`src/rtl/sm_debug_ctrl.sv`:
```
// Debug run-control for a simple core: halt/run/single-step, one hardware
// breakpoint on the word-address pc, and an executed-instruction counter.
module sm_debug_ctrl #(
  parameter bit RUN_ON_RESET = 1'b1,
  parameter int CNT_W        = 32
) (
  input  logic             clk,
  input  logic             rst,
  input  logic             cmd_valid,
  output logic             cmd_ready,
  input  logic [2:0]       cmd_op,
  input  logic [31:0]      cmd_data,
  input  logic [31:0]      pc,
  output logic             cpu_en,
  output logic             halted,
  output logic             bp_hit,
  output logic [CNT_W-1:0] icount
);

  typedef enum logic [1:0] {
    S_RUN  = 2'd0,
    S_HALT = 2'd1,
    S_STEP = 2'd2
  } state_t;

  localparam logic [2:0] OP_HALT    = 3'b000;
  localparam logic [2:0] OP_RUN     = 3'b001;
  localparam logic [2:0] OP_STEP    = 3'b010;
  localparam logic [2:0] OP_SET_BP  = 3'b011;
  localparam logic [2:0] OP_CLR_BP  = 3'b100;
  localparam logic [2:0] OP_CLR_CNT = 3'b101;

  localparam state_t RESET_STATE = RUN_ON_RESET ? S_RUN : S_HALT;

  state_t           r_state;
  logic [31:0]      r_bp_addr;
  logic             r_bp_valid;
  logic             r_skip_bp;
  logic             r_halted;
  logic             r_bp_hit;
  logic [CNT_W-1:0] r_icount;

  logic w_pc_eq_bp;
  logic w_bp_match;
  logic w_cpu_en;
  logic w_accept;

  assign w_pc_eq_bp = r_bp_valid && (pc == r_bp_addr);
  assign w_bp_match = w_pc_eq_bp && !r_skip_bp;
  assign w_cpu_en   = (r_state == S_STEP) || ((r_state == S_RUN) && !w_bp_match);
  assign cmd_ready  = (r_state != S_STEP);
  assign w_accept   = cmd_valid && cmd_ready;

  assign cpu_en = w_cpu_en;
  assign halted = r_halted;
  assign bp_hit = r_bp_hit;
  assign icount = r_icount;

  always_ff @(posedge clk or posedge rst) begin
    if (rst) begin
      r_state    <= RESET_STATE;
      r_halted   <= !RUN_ON_RESET;
      r_bp_hit   <= 1'b0;
      r_bp_addr  <= 32'd0;
      r_bp_valid <= 1'b0;
      r_skip_bp  <= 1'b0;
      r_icount   <= '0;
    end else begin
      r_bp_hit <= 1'b0;

      // Set after the skip clear below so a RUN from HALT can arm it;
      // cpu_en is low in HALT, so the two never collide.
      if (w_cpu_en) r_skip_bp <= 1'b0;

      unique case (r_state)
        S_RUN: begin
          // A breakpoint stop wins; a RUN/STEP accepted alongside it is dropped.
          if (w_bp_match) begin
            r_state  <= S_HALT;
            r_halted <= 1'b1;
            r_bp_hit <= 1'b1;
          end else if (w_accept && (cmd_op == OP_HALT || cmd_op == OP_STEP)) begin
            r_state  <= S_HALT;
            r_halted <= 1'b1;
          end
        end
        S_HALT: begin
          if (w_accept && cmd_op == OP_RUN) begin
            r_state   <= S_RUN;
            r_halted  <= 1'b0;
            r_skip_bp <= w_pc_eq_bp;
          end else if (w_accept && cmd_op == OP_STEP) begin
            r_state  <= S_STEP;
            r_halted <= 1'b0;
          end
        end
        S_STEP: begin
          r_state  <= S_HALT;
          r_halted <= 1'b1;
        end
        default: begin
          r_state  <= RESET_STATE;
          r_halted <= !RUN_ON_RESET;
        end
      endcase

      if (w_accept && cmd_op == OP_SET_BP) begin
        r_bp_addr  <= cmd_data;
        r_bp_valid <= 1'b1;
      end else if (w_accept && cmd_op == OP_CLR_BP) begin
        r_bp_valid <= 1'b0;
      end

      if (w_accept && cmd_op == OP_CLR_CNT) begin
        r_icount <= '0;
      end else if (w_cpu_en) begin
        r_icount <= r_icount + CNT_W'(1);
      end
    end
  end

endmodule

```
`config.mk`:
```
export PLATFORM = sky130hd
export DESIGN_NAME = sm_debug_ctrl
export DESIGN_NICKNAME = d
export VERILOG_FILES = /design/src/rtl/sm_debug_ctrl.sv
export SDC_FILE = /design/constraint.sdc
export NUM_CORES = 1
export LEC_CHECK = 0
export ABC_AREA = 1
export CORE_MARGIN = 5
export CORE_UTILIZATION = 54
export DETAILED_ROUTE_END_ITERATION = 10
export GPL_ROUTABILITY_DRIVEN = 0
export GPL_TIMING_DRIVEN = 0
export PLACE_DENSITY = 0.87
export SLEW_MARGIN = 5
export SYNTH_ARGS = -nofsm -noshare
export SYNTH_HDL_FRONTEND = slang
export SYNTH_SLANG_ARGS = --single-unit
```
`constraint.sdc`:
```
create_clock -name clk -period 3.9 [get_ports clk]
set_clock_uncertainty 0.1 [all_clocks]
set_input_delay 0.39 -clock clk [delete_from_list [all_inputs] [get_ports clk]]
set_output_delay 0.39 -clock clk [all_outputs]
set_load 0.01 [all_outputs]
```
Word-level counts from Yosys, hierarchy flattened
Index checks and enable logic that the tools add are counted.
{"block": "totals", "reg_bits": 70, "latchBits": 0, "ramBits": 0, "rom_bits": 0, "inputBits": 70, "output_inout_bits": 36, "elab_cells": 57, "n_memories": 0}
{"block": "op_classes", "add_sub_neg": 1, "n_mul": 0, "div_mod_pow": 0, "magnitude_cmp": 0, "n_eq_ne": 11, "shifts": 0, "n_mux": 19, "n_bitwise": 0, "n_reduce_logical": 19}
{"operator": "32-bit 2-to-1 mux", "n": 2}
{"operator": "32-bit by 1-bit adder with 32-bit output, second input constant", "n": 1}
{"operator": "32-bit == test", "n": 1}
{"operator": "1-bit 2-to-1 mux", "n": 11}
{"operator": "1-bit logical AND", "n": 10}
{"operator": "2-bit 2-to-1 mux", "n": 4}
{"operator": "3-bit by 2-bit == test with 1-bit output, second input constant", "n": 2}
{"operator": "3-bit == test, second input constant", "n": 2}
{"operator": "2-bit one-hot mux with 3 select lines", "n": 1}
{"operator": "2-bit nonzero test", "n": 2}
{"operator": "3-bit by 1-bit == test with 1-bit output, second input constant", "n": 1}
{"operator": "3-bit logical NOT", "n": 1}
{"operator": "3-bit by 2-bit != test with 1-bit output, second input constant", "n": 1}
{"operator": "3-bit != test, second input constant", "n": 1}
{"operator": "1-bit one-hot mux with 3 select lines", "n": 1}
{"operator": "2-bit by 1-bit == test with 1-bit output, second input constant", "n": 1}
{"operator": "2-bit == test, second input constant", "n": 1}
{"operator": "1-bit logical NOT", "n": 2}
{"operator": "2-bit logical NOT", "n": 1}
{"operator": "1-bit logical OR", "n": 2}
{"operator": "2-bit != test, second input constant", "n": 1}
{"operator": "2-bit AND reduction", "n": 1}

Longest topological paths before layout
Gate-level depths: netlist (run 1).
{"block": "depth", "depth_word": 9, "mapped_depth": 14, "depth_no_buf": 14}

Worst setup path after synthesis (run 1)
Ideal clock, no wire load.
{"block": "synth_path", "path_kind": "input port to output port", "startpoint": "input pc[25]", "endpoint": "output cpu_en", "arrival_ps": 1325, "t_required_ps": 3410, "path_slack_ps": 2085, "cell_stages": 12, "path_buffers": 1, "path_cell_list": "inv_1 -> nand2_1 -> nand2_1 -> nor2_1 -> nand2_1 -> nor2_1 -> nand2_1 -> nor2_2 -> nand3_2 -> nand2_4 -> nand2_4 -> buf_2"}
{"block": "synth_between", "elab_chain_len": 6}
{"element": "start, declared", "line_no": "13", "text": "input logic [31:0] pc,"}
{"element": "32-bit == test", "line_no": "48", "text": "assign w_pc_eq_bp = r_bp_valid && (pc == r_bp_addr);"}
{"element": "1-bit logical AND", "line_no": "48"}
{"element": "1-bit logical AND", "line_no": "49", "text": "assign w_bp_match = w_pc_eq_bp && !r_skip_bp;"}
{"element": "1-bit logical NOT", "line_no": "50", "text": "assign w_cpu_en = (r_state == S_STEP) || ((r_state == S_RUN) && !w_bp_match);"}
{"element": "1-bit logical AND", "line_no": "50"}
{"element": "1-bit logical OR", "line_no": "50"}
{"element": "end, declared", "line_no": "14", "text": "output logic cpu_en,"}
Every way passes these cells.

Worst setup path after layout (run 1)
{"block": "layout_path", "startpoint": "input pc[20]", "endpoint": "output cpu_en"}
The elaborated chain is that of the path after synthesis.

==> impl_results.md, run 1 <==
- Post-synth top cells: nand2_1 (195), dfrtp_1 (69), inv_1 (63), nor2_1 (44), nand4_1 (42)
- TritonCTS clock tree: yes
- Ranking of synthesized cells by area: dfrtp_1 (41%), nand2_1 (17%), nand4_1 (6.2%)
- Final core occ: about three quarters
- Setup TNS Final: 0 ns
- Clk network pwr share: 22.3%
- CP dominant cell by count: nand2_1
- CP max stage cell: clkdlybuf4s50_1
- Worst Setup Start Kind: input port
- Synthesized area: 4243 um^2
- Most common cell in the netlist: nand2_1
- Die width: 98.64 um
- # rows: 32
- Area Growth Syn to Fin: 33.15%
- Fmax: roughly 320 MHz
- Core area: 7687 um^2
- Yosys top cell area share: between 40% and 50%
- Post_cts resized: 0
- Initial antenna violation count: 0
- Ys async rst share: 100.0%
- Sequential share of power: approximately two fifths
- ANT cells: 0
- Max_cap viols: 0
- Logic pwr share: a little under two fifths
- YS warnings: 0
- Global-route wire length before repair: about 20000 um
- Largest stage delay on the critical path: roughly 0.5 ns
- Initial DRC count: between 400 and 500
- CTS Buf Count: 9
- Status: finished, final reports clean
- P_sw: about 1.1 mW
- CP endpoint kind: output port
- Distinct cells, synth: 27
- Crit path DAT: 2.62 ns
- # DRC: 0
- Layout cells sized above 1: approximately 6.8%
- Peak supply drop: approximately 390 uV
- Slew headroom: about 45%
- Hold Buf Count CTS: 0
- Pre-antenna DRT Iters: 6
- Wire per inst: around 15 um
- Pwr Density: about 530 nW/um^2
- Number of global-route vias before repair: between 4000 and 5000
- # setup viols final: 0
- RSZ-0062 raised after global routing: false
- Max-slew violations: 0
- Synthesized area per cell: between 7 and 8 um^2
- Synthesized netlist cell count: 584
- Reg clk slew, reported paths: about 0.080 ns
- Final Critical Period: slightly above 3 ns
- Hold Vio Cnt, Final: 0
- Placed cells: ~790
- Crit path max fanout: 10
- Num ports: 106
- Ys flop type: dfrtp_1
- Leakage power: around 2.6 nW
- PortBufs: approximately 110
- Sw Ratio: 37.75%
- Worst slew pin tran: 0.8322 ns
- Post-Syn Nets: about 660
- CTS max path bufs: 2
- DIE AREA: around 9700 um^2
- Initial Util: 55.19%
- Gr ovfl total: 0
- Area leader, netlist: dfrtp_1
- Final Non-Filler Cells: between 800 and 900
- Setup bufs post-CTS: 0
- Vias: ~4400
- Largest net degree at the start of global routing: 70
- Power Internal: 1.852 mW
- Post-detail-place hpwl: roughly 9100 um
- H-tree Lvls: 3
- Clk root buf: clkbuf_8
- GRT Total Usage: around 25%
- Vias per cell: roughly 5.4
- FF+latch count, synth: slightly below 70
- Drt total wl: around 12000 um
- Total chip power: 2.976 mW
- Clk_lat worst skew: between 0.3 and 0.4 ns
- Critical path cell sequence: clkdlybuf4s50_1 > inv_1 > nand2_1 > nand2_1 > nor2_1 > nand2_1 > nor2_1 > nand2_1 > nor2_2 > nand3_2 > nand2_4 > nand2_4 > buf_2 > clkdlybuf4s50_1
- Hold Crit Class: reg2reg
- WS Path Type: in2out
- Final net count: approximately 770
- Sink Count: 69
- Die height: about 99 um
- Final ANT Viol Nets: 0
- Critical path required time: between 3 and 4 ns
- Post-synth EDFFs: 0
- Final worst-path cycle share: between 70% and 80%
- Post-synthesis sequential area ratio: approximately 41%
## final timing paths
| kind | startpoint | endpoint | slack [ns] | cells past startpoint |
|---|---|---|---|---|
| max | pc[20] | cpu_en | 0.79 | 14 |
| min | r_bp_addr[12]$_DFFE_PP0P_ | r_bp_addr[12]$_DFFE_PP0P_ | 0.41 | 2 |
| max reg2reg | icount[1]$_DFFE_PP0P_ | icount[30]$_DFFE_PP0P_ | 1.79 | 7 |
| min reg2reg | r_bp_addr[12]$_DFFE_PP0P_ | r_bp_addr[12]$_DFFE_PP0P_ | 0.41 | 2 |
| max in group asynchronous | rst | halted$_DFFE_PP0P_ | 2.70 | 2 |
| min in group asynchronous | rst | icount[4]$_DFFE_PP0P_ | 0.47 | 2 |
## layout by cell type (no fill, tap or decap), types with 3 or more instances in the layout
cell type | Yosys | routed
clkbuf_1 | 10 | 11
inv_1 | 63 | 62
o22ai_1 | 3 | 3
inv_2 | 3 | 3
nand3b_1 | 21 | 21
nor2_1 | 44 | 44
xnor2_1 | 20 | 20
nor2_2 | 4 | 4
dfrtp_1 | 69 | 69
clkdlybuf4s50_1 | 0 | 105
nor4_1 | 4 | 4
nand3_1 | 24 | 24
nand3_2 | 5 | 5
nand4_1 | 42 | 42
nor3_1 | 8 | 8
buf_2 | 8 | 8
o21ai_0 | 29 | 29
xor2_1 | 16 | 16
buf_4 | 5 | 5
nand2_1 | 195 | 195
clkbuf_8 | 0 | 10
## per-stage QoR
step	setup WS [ns]	instance area (um^2)	hold slack [ns]
finish	0.7881	5649	0.4120
global route	0.5778	5649	0.4434
CTS	0.7736	5649	0.4108
detailed placement	0.7959	5424	0.3898
global placement	0.5129	5421	0.3849
floorplan	1.670	4243	0.3642
## kinds of logic (layout without fill, tap and decap cells)
group	after synthesis	in the layout	synth area share, %
AO/OA/AOI/OAI	35	35	4.276
XOR/XNOR	36	36	7.431
adder cells (fa/ha/maj)	1	1	0.2949
buffers and inverters	89	210	8.552
flip-flops	69	69	40.70
AND/OR/NAND/NOR	354	354	38.75
## critical path: cells and delay by family
kind,cells,cell delay (ns)
buf+inv,4,1.24
simple gates,10,0.99
## cell type report
class,instances,area [um^2]
buffer,23,115.1
clock buffer,11,141.4
clock inverter,5,83.83
fill,602,2038
inverter,66,250.2
multi-input combinational,426,2153
sequential,69,1727
tap,102,127.6
timing repair buffer,105,1051
## power by group through the flow
stage               logic (mW)  registers [mW]  clock network (mW)
floorplan                0.639            1.17                   0
global placement          1.10            1.16                   0
detailed placement        1.14            1.17                   0
CTS                       1.14            1.16               0.670
global route              1.27            1.20               0.703
finish                    1.14            1.17               0.662
## metal layers
layer / up-vias / routed length [um] / share of wire, % / GRT usage, %
met5: - / 0 / 0 / 0
met4: 0 / 567 / 4.7 / 13.13
met3: 53 / 917 / 7.6 / 4.105
met2: 212 / 5712 / 47 / 41.08
met1: 2015 / 4860 / 40 / 32.96
li1: 2115 / - / - / -
## sequential cells by signal, indices dropped and copies added (netlist names)
signal / flops
icount: 32
r_bp_addr: 32
bp_hit: 1
halted: 1
r_bp_valid: 1
r_skip_bp: 1
r_state: 1
Power figures use the tool's default switching activity.
==> inputs of run 2 (changes only) <==
--- a/config.mk
+++ b/config.mk
@@ -7,11 +7,11 @@
 export LEC_CHECK = 0
 export ABC_AREA = 1
 export CORE_MARGIN = 5
-export CORE_UTILIZATION = 54
+export CORE_UTILIZATION = 45
 export DETAILED_ROUTE_END_ITERATION = 10
 export GPL_ROUTABILITY_DRIVEN = 0
 export GPL_TIMING_DRIVEN = 0
-export PLACE_DENSITY = 0.87
+export PLACE_DENSITY = 0.77
 export SLEW_MARGIN = 5
 export SYNTH_ARGS = -nofsm -noshare
 export SYNTH_HDL_FRONTEND = slang
==> constraint.sdc (replaced) <==
create_clock -name clk -period 2.75 [get_ports clk]
set_clock_uncertainty 0.1 [all_clocks]
set_input_delay 0.275 -clock clk [delete_from_list [all_inputs] [get_ports clk]]
set_output_delay 0.275 -clock clk [all_outputs]
set_load 0.01 [all_outputs]
==> run 2 against run 1 <==
Compared with the run above: cell area is 0.55% lower; sequential share of layout area up 0.17 points; setup slack worse by 0.55 ns; core utilization shrank 12 points; routed wire length decreased by 2.5%; critical path depth shrank 1; largest power group unchanged.
==> impl_results.md, run 2 (same netlist as run 1, synthesis figures left out) <==
- Drt total wl: 11760 um (was 12060 um)
- Clk_lat worst skew: 0.35 ns (was 0.36 ns)
- Worst Setup Start Kind: input port (unchanged)
- Fill count: 829 (was 602)
- Worst hold margin: 0.3501 ns (was 0.4120 ns)
- CTS max path bufs: 2 (unchanged)
- Final core occ: 61.09% (was 73.49%)
- Die width: 107.1 um (was 98.64 um)
- Crit path DAT: 2.14 ns (was 2.62 ns)
- Clk network pwr share: 20.0% (was 22.3%)
- Slew headroom: 43.87% (was 44.52%)
- Reg clk slew, reported paths: 0.08 ns (about the same)
- Global-route wire length before repair: 19490 um (was 20060 um)
- Setup bufs post-CTS: 0 (unchanged)
- Logic pwr share: 39.1% (was 38.4%)
- Hold path cells: 3 (was 2)
- Post-place setup slack: -0.09968 ns (was 0.7959 ns)
- Leakage power: 2.624 nW (was 2.638 nW)
- Wire per inst: 14.44 um (was 14.94 um)
- Post-detail-place hpwl: 9106 um (was 9123 um)
- Clk root buf: clkbuf_8 (unchanged)
- GRT Total Usage: 21.06% (was 25.41%)
- CP endpoint kind: output port (unchanged)
- Vias: 4277 (was 4395)
- Number of global-route vias before repair: 4031 (was 4227)
- Final ANT Viol Nets: 0 (unchanged)
- Pre-antenna DRT Iters: 6 (unchanged)
- Max-slew violations: 0 (unchanged)
- H-tree Lvls: 3 (unchanged)
- Final Critical Period: between 2 and 3 ns
- Reg2Reg Depth: 9 (was 7)
- ANT cells: 0 (unchanged)
- Vias per cell: 5.254 (was 5.446)
- Worst slew pin tran: 0.8420 ns (was 0.8322 ns)
- Max_cap viols: 0 (unchanged)
- Sink Count: 69 (unchanged)
- Sw Ratio: 38.58% (was 37.75%)
- Reg area: 1727 um^2 (unchanged)
- Largest net degree at the start of global routing: 70 (unchanged)
- # DRC: 0 (unchanged)
- # rows: 35 (was 32)
- Area of the multi-input gates: 2153 um^2 (unchanged)
- # setup viols final: 0 (unchanged)
- Layout cells sized above 1: 6.686% (was 6.809%)
- Fmax: just under 400 MHz
- Peak supply drop: 300.9 uV (was 390.0 uV)
- Power Internal: 2.490 mW (was 1.852 mW)
- Status: finished, final reports clean (unchanged)
- Sequential share of power: 40.9% (was 39.4%)
- DIE AREA: 11470 um^2 (was 9730 um^2)
- Die height: 107.1 um (was 98.64 um)
- Core area: 9196 um^2 (was 7687 um^2)
- Final setup margin: 0.2356 ns (was 0.7881 ns)
- RSZ-0062 raised after global routing: false (unchanged)
- PortBufs: 105 (unchanged)
- Pwr Density: 721.7 nW/um^2 (was 526.8 nW/um^2)
- TritonCTS clock tree: yes (unchanged)
- Final worst-path cycle share: between 90% and 100%
- Initial DRC count: 220 (was 474)
- Most frequent cells in the layout: nand2_1 (195), clkdlybuf4s50_1 (104), dfrtp_1 (69), inv_1 (62), nor2_1 (44) (was nand2_1 (195), clkdlybuf4s50_1 (105), dfrtp_1 (69), inv_1 (62), nor2_1 (44))
- P_sw: 1.564 mW (was 1.124 mW)
- Num ports: 106 (unchanged)
- Initial Util: 46.14% (was 55.19%)
- Leading cell type in the layout, fill and taps excluded: nand2_1 (unchanged)
- Final net count: 770 (was 771)
- Hold Vio Cnt, Final: 0 (unchanged)
- Critical path required time: 2.38 ns (was 3.41 ns)
- Initial antenna violation count: 0 (unchanged)
- WS Path Type: in2out (unchanged)
- CTS Buf Count: 9 (unchanged)
- Crit path max fanout: 15 (was 10)
- Gr ovfl total: 0 (unchanged)
- Area Growth Syn to Fin: 32.41% (was 33.15%)
- Hold Crit Class: in2reg (was reg2reg)
-- run 2: worst paths after layout --
path | start | to | slack, ns
worst max-delay path | pc[25] | cpu_en | 0.24
worst min-delay path | cmd_data[4] | r_bp_addr[4]$_DFFE_PP0P_ | 0.35
worst max register to register | icount[1]$_DFFE_PP0P_ | icount[26]$_DFFE_PP0P_ | 0.63
worst min register to register | r_bp_addr[14]$_DFFE_PP0P_ | r_bp_addr[14]$_DFFE_PP0P_ | 0.41
max in group asynchronous | rst | halted$_DFFE_PP0P_ | 1.64
min in group asynchronous | rst | icount[25]$_DFFE_PP0P_ | 0.37
-- run 2: power by group through the flow --
stage / logic (mW) / clock network [mW] / registers (mW)
after global placement: 1.57 / 0 / 1.65
after floorplan: 0.907 / 0 / 1.66
after CTS: 1.61 / 0.826 / 1.65
after detailed placement: 1.61 / 0 / 1.67
after global routing: 1.78 / 0.872 / 1.70
final: 1.59 / 0.811 / 1.66
-- run 2: worst max-delay path, stage by stage --
cell and delay (ns):
clkdlybuf4s50_1 0.49, inv_1 0.06, nand2_1 0.06, nand2_1 0.06
nor2_1 0.09, nand2_1 0.05, nor2_1 0.10, nand2_1 0.09
nor2_2 0.16, nand3_2 0.11, nand2_4 0.13, nand2_4 0.13
dlygate4sd2_1 0.32
-- run 2: per-layer routing --
layer / vias up / track usage, % / share of wire (%) / wire (um)
met5: - / 0 / 0 / 0
met3: 29 / 2.830 / 6.3 / 741
li1: 2103 / - / - / -
met4: 0 / 9.315 / 3.2 / 371
met1: 1983 / 28.21 / 43 / 4997
met2: 162 / 33.96 / 48 / 5646
-- run 2: layout make-up --
cell class	count	share of cell area (%)
buffer	22	1.960
clock buffer	9	2.205
clock inverter	6	1.158
inverter	66	4.454
multi-input combinational	426	38.33
sequential	69	30.74
tap	111	2.472
timing repair buffer	105	18.69
-- run 2: stage by stage --
step                      cells  cell area, um^2  power (mW)   TNS, ns
after global routing        814             5618       4.349         0
after detailed placement    800             5435       3.279  -0.09968
after CTS                   815             5623       4.087         0
after global placement      800             5433       3.221    -35.48
final                       814             5618       4.054         0
after floorplan             584             4243       2.564         0
-- run 2: timing repair --
action	in CTS	in global routing
gates cloned	0	0
hold buffers	0	0
resized for setup	1	0
pin swaps	0	0
endpoints found under the setup margin	1	1
==> inputs of run 3 (changes only) <==
--- a/config.mk
+++ b/config.mk
@@ -7,11 +7,11 @@
 export LEC_CHECK = 0
 export ABC_AREA = 1
 export CORE_MARGIN = 5
-export CORE_UTILIZATION = 45
+export CORE_UTILIZATION = 31
 export DETAILED_ROUTE_END_ITERATION = 10
 export GPL_ROUTABILITY_DRIVEN = 0
 export GPL_TIMING_DRIVEN = 0
-export PLACE_DENSITY = 0.77
+export RECOVER_POWER = 50
 export SLEW_MARGIN = 5
 export SYNTH_ARGS = -nofsm -noshare
 export SYNTH_HDL_FRONTEND = slang
==> run 3 against run 2 <==
Compared with the run above: the run now ends with max-capacitance violations, max-slew violations left; cell area rose by 4.3%; maximum frequency fell by 1.9%; sequential cell count did not move; non-clock buffer count rose by 1; setup slack got worse by 0.049 ns; die area rose by 41%; first-iteration DRC count rose by 41%; combinational power barely moved; routed wire length rose by 9.1%; sequential share of layout area fell by 1.3 points; critical path type unchanged.
==> impl_results.md, run 3 (same netlist as run 1, synthesis figures left out) <==
- Final ANT Viol Nets: 0 (unchanged)
- Reg2Reg Depth: 9 (unchanged)
- DIE AREA: 16130 um^2 (was 11470 um^2)
- Leading cell type in the layout, fill and taps excluded: nand2_1 (unchanged)
- Vias per cell: 4.852 (was 5.254)
- Num ports: 106 (unchanged)
- Leakage power: 2.750 nW (was 2.624 nW)
- TritonCTS clock tree: yes (unchanged)
- Hold Crit Class: in2reg (unchanged)
- Critical path required time: 2.38 ns (about the same)
- Initial DRC count: 310 (was 220)
- Wire per inst: 14.56 um (was 14.44 um)
- Worst Setup Start Kind: input port (unchanged)
- Crit path max fanout: 15 (unchanged)
- H-tree Lvls: 3 (unchanged)
- Met3 Routed Length: 637 um (was 741 um)
- Sink Count: 69 (unchanged)
- Final Critical Period: 2.563 ns (was 2.514 ns)
- GRT Total Usage: 15.85% (was 21.06%)
- Fill count: 1356 (was 829)
- CP dominant cell by count: nand2_1 (unchanged)
- Routed met2 length: 6197 um (was 5646 um)
- Clk root buf: clkbuf_16 (was clkbuf_8)
- Number of global-route vias before repair: 4223 (was 4031)
- Max_cap viols: 1 (was 0)
- Pwr Density: 774.7 nW/um^2 (was 721.7 nW/um^2)
- Global-route wire length before repair: 20670 um (was 19490 um)
- Slew headroom: -6.605% (was 43.87%)
- Final worst-path cycle share: 93.21% (was 91.43%)
- Finished Cell Area: 5862 um^2 (was 5618 um^2)
- Initial antenna violation count: 0 (unchanged)
- ANT cells: 0 (unchanged)
- Final setup margin: 0.1866 ns (was 0.2356 ns)
- Die height: 127.0 um (was 107.1 um)
- Gr ovfl total: 0 (unchanged)
- WS Path Type: in2out (unchanged)
- RSZ-0062 raised after global routing: false (unchanged)
- Drt total wl: 12820 um (was 11760 um)
- Placed inst area: 5537 um^2 (was 5435 um^2)
- Crit path DAT: 2.19 ns (was 2.14 ns)
- Setup bufs post-CTS: 0 (unchanged)
- Fmax: 390.1 MHz (was 397.7 MHz)
- Setup TNS Final: 0 ns (unchanged)
- Die width: 127.0 um (was 107.1 um)
- Status: finished, violations left (was finished, final reports clean)
- Most frequent cells in the layout: nand2_1 (196), clkdlybuf4s50_1 (88), dfrtp_1 (69), inv_1 (62), nor2_1 (44) (was nand2_1 (195), clkdlybuf4s50_1 (104), dfrtp_1 (69), inv_1 (62), nor2_1 (44))
- Worst hold margin: 0.3757 ns (was 0.3501 ns)
- Total chip power: 4.541 mW (was 4.054 mW)
- Critical path cell sequence: clkdlybuf4s50_1 > inv_1 > nand2_1 > nand2_1 > nor2_1 > nand2_1 > nor2_1 > nand2_1 > nor2_2 > nand3_2 > nand2_4 > nand2_8 > dlygate4sd2_1 (was clkdlybuf4s50_1 > inv_1 > nand2_1 > nand2_1 > nor2_1 > nand2_1 > nor2_1 > nand2_1 > nor2_2 > nand3_2 > nand2_4 > nand2_4 > dlygate4sd2_1)
- Worst path depth: 13 (unchanged)
- Clk_lat worst skew: 0.33 ns (was 0.35 ns)
- Critical path's top delay family: simple AND/OR/NAND/NOR gates (unchanged)
- Worst slew pin tran: 1.590 ns (was 0.8420 ns)
- # DRC: 0 (unchanged)
- # setup viols final: 0 (unchanged)
- Peak supply drop: 357.8 uV (was 300.9 uV)
- Largest net degree at the start of global routing: 38 (was 70)
- CP endpoint kind: output port (unchanged)
- Power Internal: 2.911 mW (was 2.490 mW)
- CTS Buf Count: 9 (unchanged)
- Pre-antenna DRT Iters: 5 (was 6)
- # rows: 42 (was 35)
- CP max stage cell: clkdlybuf4s50_1 (unchanged)
- CTS max path bufs: 2 (unchanged)
- Failing checks: max-capacitance violations, max-slew violations
- Vias: 4275 (was 4277)
- Sequential share of power: 36.8% (was 40.9%)
- Initial Util: 31.79% (was 46.14%)
- Hold path cells: 3 (unchanged)
- Wire length on met1: 5741 um (was 4997 um)
- CP Buf/Inv Count: 3 (unchanged)
- Top Layer Used: met4 (unchanged)
- Clk network pwr share: 28.0% (was 20.0%)
- Hold Vio Cnt, Final: 0 (unchanged)
- Largest stage delay on the critical path: 0.48 ns (was 0.49 ns)
- Max-slew violations: 33 (was 0)
- Layout cells sized above 1: 6.667% (was 6.686%)
- Final net count: 771 (was 770)
- Reg clk slew, reported paths: 0.06 ns (was 0.08 ns)
- Post-place setup slack: -0.1672 ns (was -0.09968 ns)
- Logic pwr share: 35.2% (was 39.1%)
- Area Growth Syn to Fin: 38.16% (was 32.41%)
- Post-detail-place hpwl: 10040 um (was 9106 um)
- Core area: 13350 um^2 (was 9196 um^2)
- Sw Ratio: 35.89% (was 38.58%)
- P_sw: 1.630 mW (was 1.564 mW)
- PortBufs: 105 (unchanged)
[run 3: changes by cell type in the layout (fill, tap and decap cells not counted), moves of 2 or more]
cell / before / now
clkbuf_16: 0 / 9
clkbuf_8: 9 / 2
clkdlybuf4s50_1: 104 / 88
clkinv_4: 2 / 0
dlygate4sd3_1: 0 / 16
[run 3: routing by layer]
| layer | vias to the layer above | track usage [%] |
|---|---|---|
| li1 | 2121 | - |
| met1 | 2008 | 21.50 |
| met2 | 124 | 25.68 |
| met3 | 22 | 2.379 |
| met4 | 0 | 5.994 |
| met5 | - | 0 |
[run 3: power by group through the flow]
stage	clock network (mW)	logic (mW)	registers (mW)
floorplan	0	0.907	1.66
global placement	0	1.60	1.67
detailed placement	0	1.63	1.68
CTS	1.30	1.63	1.67
global route	1.34	1.78	1.72
finish	1.27	1.60	1.67
[run 3: metrics by stage]
stage | cells | utilization [%]
4_1_cts | 882 | 43.92
2_1_floorplan | 584 | -
3_5_place_dp | 866 | 41.48
6_report | 881 | 43.92
5_1_grt | 881 | 43.92
3_3_place_gp | 865 | 41.31
[run 3: layout make-up]
| type | instances | area (um^2) | share of cell area, % |
|---|---|---|---|
| clock buffers | 12 | 256.5 | 4.376 |
| well taps | 176 | 220.2 | 3.757 |
| clock inverters | 4 | 70.07 | 1.195 |
| inverters | 66 | 249.0 | 4.248 |
| plain buffers | 22 | 110.1 | 1.878 |
| multi-input cells | 426 | 2160 | 36.84 |
| flip-flops and latches | 69 | 1727 | 29.46 |
| repair buffers | 106 | 1070 | 18.25 |
[run 3: tightest hold or removal path: stages]
cell             delay, ns
clkdlybuf4s50_1       0.39
nand2_1               0.06
nand2_1               0.04
[run 3: path summary, 6_finish.rpt]
kind / from / to / slack, ns
max: pc[20] / cpu_en / 0.19
max in group asynchronous: rst / halted$_DFFE_PP0P_ / 1.07
max reg2reg: icount[1]$_DFFE_PP0P_ / icount[26]$_DFFE_PP0P_ / 0.60
min in group asynchronous: rst / icount[24]$_DFFE_PP0P_ / 0.68
min: cmd_data[4] / r_bp_addr[4]$_DFFE_PP0P_ / 0.38
min reg2reg: r_bp_addr[2]$_DFFE_PP0P_ / r_bp_addr[2]$_DFFE_PP0P_ / 0.40
[run 3: what timing repair did]
item,4_1_cts,5_1_grt
hold buffers,0,0
endpoints found under the setup margin,1,1
cloned,0,0
gates resized for setup,1,1
